### src/rtl/hazard_ctrl_unit.sv
// Pipeline hazard controller between ID and EX: load-use stalls, EX-busy freezes,
// taken-branch flushes, and a saturating count of stalled cycles.
module hazard_ctrl_unit #(
    parameter int unsigned REG_W        = 5,
    parameter int unsigned LOAD_LATENCY = 1,
    parameter int unsigned CNT_W        = 16
) (
    input  logic             clk,
    input  logic             rst_n,
    input  logic [REG_W-1:0] rs1_id,
    input  logic [REG_W-1:0] rs2_id,
    input  logic             rs1_used,
    input  logic             rs2_used,
    input  logic [REG_W-1:0] rd_ex,
    input  logic             mem_read_ex,
    input  logic             ex_busy,
    input  logic             branch_taken_ex,
    input  logic             stall_cnt_clr,
    output logic             pc_write,
    output logic             if_id_write,
    output logic             id_ex_write,
    output logic             if_id_flush,
    output logic             id_ex_flush,
    output logic [CNT_W-1:0] stall_count
);

    localparam int unsigned WAIT_W = 2;
    localparam logic [WAIT_W-1:0] WAIT_INIT = WAIT_W'(LOAD_LATENCY - 1);
    localparam logic [CNT_W-1:0]  CNT_MAX   = '1;

    typedef enum logic {
        IDLE,
        LOAD_WAIT
    } state_t;

    state_t            state, state_nx;
    logic [WAIT_W-1:0] wait_cnt, wait_nx;
    logic              load_hazard;

    assign load_hazard = mem_read_ex && (rd_ex != '0) &&
                         ((rs1_used && (rd_ex == rs1_id)) ||
                          (rs2_used && (rd_ex == rs2_id)));

    // Mealy control: branch flush > EX freeze > ongoing load wait > new load hazard
    always_comb begin
        pc_write    = 1'b1;
        if_id_write = 1'b1;
        id_ex_write = 1'b1;
        if_id_flush = 1'b0;
        id_ex_flush = 1'b0;
        state_nx    = state;
        wait_nx     = wait_cnt;

        if (branch_taken_ex) begin
            if_id_flush = 1'b1;
            id_ex_flush = 1'b1;
            state_nx    = IDLE;
            wait_nx     = '0;
        end else if (ex_busy) begin
            pc_write    = 1'b0;
            if_id_write = 1'b0;
            id_ex_write = 1'b0;
        end else if (state == LOAD_WAIT) begin
            pc_write    = 1'b0;
            if_id_write = 1'b0;
            id_ex_flush = 1'b1;
            wait_nx     = wait_cnt - WAIT_W'(1);
            if (wait_cnt == WAIT_W'(1)) begin
                state_nx = IDLE;
            end
        end else if (load_hazard) begin
            pc_write    = 1'b0;
            if_id_write = 1'b0;
            id_ex_flush = 1'b1;
            if (LOAD_LATENCY > 1) begin
                state_nx = LOAD_WAIT;
                wait_nx  = WAIT_INIT;
            end
        end
    end

    always_ff @(posedge clk or negedge rst_n) begin
        if (!rst_n) begin
            state    <= IDLE;
            wait_cnt <= '0;
        end else begin
            state    <= state_nx;
            wait_cnt <= wait_nx;
        end
    end

    // Clear wins over increment; the count sticks at all-ones
    always_ff @(posedge clk or negedge rst_n) begin
        if (!rst_n) begin
            stall_count <= '0;
        end else if (stall_cnt_clr) begin
            stall_count <= '0;
        end else if (!pc_write && (stall_count != CNT_MAX)) begin
            stall_count <= stall_count + CNT_W'(1);
        end
    end

endmodule

### config.mk
export PLATFORM = sky130hd
export DESIGN_NAME = hazard_ctrl_unit
export DESIGN_NICKNAME = d
export VERILOG_FILES = /design/src/rtl/hazard_ctrl_unit.sv
export SDC_FILE = /design/constraint.sdc
export NUM_CORES = 1
export LEC_CHECK = 0
export BUFFER_PORTS_ARGS = -buffer_cell sky130_fd_sc_hd__buf_2
export CAP_MARGIN = 25
export CORE_MARGIN = 2
export CORE_UTILIZATION = 50
export CTS_CLUSTER_DIAMETER = 40
export DETAILED_ROUTE_END_ITERATION = 6
export PLACE_DENSITY = 0.86
export SLEW_MARGIN = 20
export SYNTH_ARGS = -nofsm -noshare
export SYNTH_HDL_FRONTEND = slang
export SYNTH_SLANG_ARGS = --single-unit
### constraint.sdc
create_clock -name clk -period 2.95 [get_ports clk]
set_input_delay 0.295 -clock clk [delete_from_list [all_inputs] [get_ports clk]]
set_output_delay 0.295 -clock clk [all_outputs]
set_load 0.005 [all_outputs]
==> flow_results.org <==
** Timing
- Final Critical Period :: 2.25 ns
- Final critical-path share of the clock period :: 0.763
- The number of max-slew violations in the final report came to 0.
- The final hold violation count was 0.
- Setup repair after global routing missed its margin :: no
- At the pin with the least slew margin, the transition time is 0.420 ns.
- Measured against its own limit, the worst slew margin works out to 0.719.
- Setup violations remaining at the end of the flow were counted as 0.
- Top achievable clock speed :: 444 MHz
- Sum of negative setup slack :: 0 ns
- For the final database, setup skew stands at 0.00267 ns.

** Power and ir drop
- The internal portion of the total power is 346 uW.
- Power density over cell area :: 325 mW/mm2
- The share of total power dissipated in combinational logic is 0.144.
- Of the total power, the clock network draws 0.286.
- Net switching component of the power :: 118 uW
- Sequential fraction of design power :: 0.570
- Worst IR Drop VDD :: 0.282 mV
- The completed layout was analyzed and its total power is 464 uW.
- Of the total power, the share spent switching nets is 0.254.
- Standby leakage power :: 0.000693 uW

** Min path
- The path with the worst hold slack has its endpoint at wait_cnt[0].
- The tightest min-delay check is of the in2reg type.
- Source of the worst hold timing path :: branch_taken_ex
- Count of cells along the worst hold path :: 2

** CTS
- H-tree depth reported by CTS :: 1
- Setup repair bufs after CTS :: 0
- Largest buffer count on any clock path :: 2
- Clock latency at the later pin of the worst-skew pair :: 0.30 ns
- Post-CTS resize count :: 0
- TritonCTS clock tree :: done
- Clock sink total :: 19
- Clock-pin slew was measured on the worst setup and hold paths at 0.11 ns.
- Clock tree root buffer cell :: sky130_fd_sc_hd__clkbuf_4
- Clock tree synthesis inserted a total of 3 buffers.

** Finish
- Across the whole layout, storage elements account for 475 um2.
- In the final design database the tool counted 194 nets.
- Share of layout cells above drive strength 1 :: 0.310
- Number of inserted diodes :: 0
- From synthesis to final layout, the design area changed by 20.4%.
- Non-filler cells, final :: 196
- Fill count :: 201
- The multi-input combinational cells in the finished layout cover a total of 649 um2.

** Synthesis
- Number of unique standard cell types used by synthesis :: 35
- Number of synthesized flops with an enable pin :: 0
- Largest area contributor in the netlist :: sky130_fd_sc_hd__dfrtp_1
- For this run, the number of Yosys warnings is 0.
- Async set-reset flop share out of synthesis :: 1.00
- Synthesis inferred 19 register bits.
- Combined area of all synthesized cells :: 0.00118 mm2
- Top area cells in the synthesized netlist :: sky130_fd_sc_hd__dfrtp_1 40%, sky130_fd_sc_hd__xnor2_1 8.9%, sky130_fd_sc_hd__xor2_1 7.4%
- Most frequent cells after synthesis :: 19 x sky130_fd_sc_hd__dfrtp_1, 17 x sky130_fd_sc_hd__nor2_1, 12 x sky130_fd_sc_hd__xnor2_1
- The number of nets handed over by synthesis was 151.
- Mean instance size in the synthesized netlist :: 9.40 um2
- Synthesis produced a netlist whose cell count is 126.
- In the synthesized netlist the dominant register cell turns out to be sky130_fd_sc_hd__dfrtp_1.
- Sequential element share of the synthesized area :: 0.401
- Top cell type's share of synthesized area :: 0.401
- Dominant cell by count in the synthesized netlist :: sky130_fd_sc_hd__dfrtp_1

** Routing
- The first detailed-routing pass took 4 iterations.
- Antenna Nets Post-Route :: 0
- Summing over every cut layer, the via total after detailed routing is 1089.
- Dividing the detail-routed wire length by the instance count gives 12.7 um.
- DRT Wirelength :: 2490 um
- For this run, design rule violations remaining after detail routing come to 0.
- First DRT Iteration DRCs :: 26
- Post-DR vias/cell :: 5.56

** GRT
- Number of antenna violations at the first check in global routing :: 0
- Largest net degree at the start of global routing :: 20
- Remaining Overflow, GRT :: 0
- The number of global-route vias before repair is 991.
- Wire length of the first global-routing pass :: 3970 um
- For this run, the total global-route usage over all layers was measured as 0.191.

** Floorplan
- Effective utilization at floorplan :: 0.531
- Die outline area :: 0.00278 mm2
- For this design the top-level I/O count stands at 44.
- X dimension of the die :: 52.7 um
- After floorplanning, the core was divided into 17 placement rows.
- In this run the vertical extent of the chip is 52.7 um.
- The core region is 0.00223 mm2.

** Job
- The tool flagged a number of max-cap violations equal to 0.

** Place
- The congestion estimate from routability-driven global placement came to 0.830.
- Count of input and output buffers :: 43
- Cell Count Post-Placement :: 191
- Final HPWL DP :: 1950 um

** Worst setup path
- Logic depth of the worst register-to-register path :: 7
- Setup slack on the worst reg-to-reg path comes out at 0.70 ns.
- The worst setup path is launched from a register.
- At the worst endpoint, the required time is 3.18 ns.
- STA puts the critical path data arrival time at 2.48 ns.
- Reg2reg start :: stall_count[7]
- Along the worst path, the maximum fanout reaches 11.
- Critical Path End Type :: register
- The critical path is of the reg2reg type.
- Worst R2R End :: stall_count[6]

** Run status
- The run finished with clean final reports.
## stage by stage
| step | utilization | setup slack (ns) | area (um2) | hold slack [ns] |
|---|---|---|---|---|
| floorplan | - | 0.993 | 1180 | -0.000591 |
| global placement | 0.622 | 0.798 | 1390 | 0.245 |
| detailed placement | 0.622 | 0.700 | 1390 | 0.252 |
| CTS | 0.639 | 0.707 | 1430 | 0.264 |
| global route | 0.639 | 0.577 | 1430 | 0.285 |
| finish | 0.639 | 0.698 | 1430 | 0.263 |
## timing repair
item                                    CTS  global route
endpoints found under the setup margin    0             0
hold buffers                              1             0
hold endpoints to repair                 19             0
## power by group through the flow
stage	Clock (uW)	Combinational, uW	Sequential, uW
3_5_place_dp	0	66.6	270
4_1_cts	136	67.8	265
2_1_floorplan	0	36.6	270
6_report	133	67.0	265
3_3_place_gp	0	63.5	269
5_1_grt	141	75.2	265
## worst max-delay path by stage
stage,end,slack (ns),cells after the start,start
3_3_place_gp,stall_count[14],0.80,8,rd_ex[1]
4_1_cts,stall_count[6],0.71,7,stall_count[7]
2_1_floorplan,pc_write,0.99,7,rd_ex[1]
6_report,stall_count[6],0.70,7,stall_count[7]
3_5_place_dp,stall_count[6],0.70,8,rd_ex[1]
5_1_grt,stall_count[6],0.58,7,stall_count[7]
## worst max-delay path: stages, from the launching register on
cell	delay, ns
sky130_fd_sc_hd__dfrtp_1	0.45
sky130_fd_sc_hd__and4_1	0.24
sky130_fd_sc_hd__and3_4	0.18
sky130_fd_sc_hd__and3_4	0.19
sky130_fd_sc_hd__a31oi_4	0.35
sky130_fd_sc_hd__nand3_1	0.20
sky130_fd_sc_hd__or4_1	0.43
sky130_fd_sc_hd__a21oi_1	0.14
## logic make-up after synthesis
kind of cell,count (synthesis),synth area share
and+or+nand+nor,58,0.268
xor gates and xnor gates,22,0.163
DFF,19,0.401
AOI/OAI and AO/OA,14,0.0876
buffers and inverters,10,0.0507
adders and majority gates,2,0.0211
muxes,1,0.00845
## routing by layer
metal  GRT usage  wire, um
met2       0.360      1230
met5           0         0
met1       0.215      1020
met3      0.0229       185
met4      0.0726        57
## layout by cell type, fill, tap and decap left out, types with 2 or more instances in the layout
cell,instances
sky130_fd_sc_hd__buf_2,43
sky130_fd_sc_hd__dfrtp_1,19
sky130_fd_sc_hd__nor2_1,17
sky130_fd_sc_hd__xnor2_1,12
sky130_fd_sc_hd__xor2_1,10
sky130_fd_sc_hd__nand3_1,9
sky130_fd_sc_hd__and3_1,6
sky130_fd_sc_hd__nand4_1,5
sky130_fd_sc_hd__nand2_1,5
sky130_fd_sc_hd__a21oi_1,5
sky130_fd_sc_hd__inv_1,4
sky130_fd_sc_hd__clkbuf_4,3
sky130_fd_sc_hd__nand2b_1,2
sky130_fd_sc_hd__or4_1,2
sky130_fd_sc_hd__and3_4,2
sky130_fd_sc_hd__nor2b_1,2
sky130_fd_sc_hd__o21ai_0,2
sky130_fd_sc_hd__or3_1,2
sky130_fd_sc_hd__ha_1,2
## sequential cells by signal, summed over array words and instances, names as in the netlist
register,flops
stall_count,16
state,1
wait_cnt,2
## final cells by class
type / instances / area share
repair buffers: 44 / 0.158
clock buffers: 4 / 0.0184
multi-input cells: 97 / 0.455
flip-flops and latches: 19 / 0.333
well taps: 28 / 0.0246
inverters: 4 / 0.0105
(Power assumes the default switching activity.)
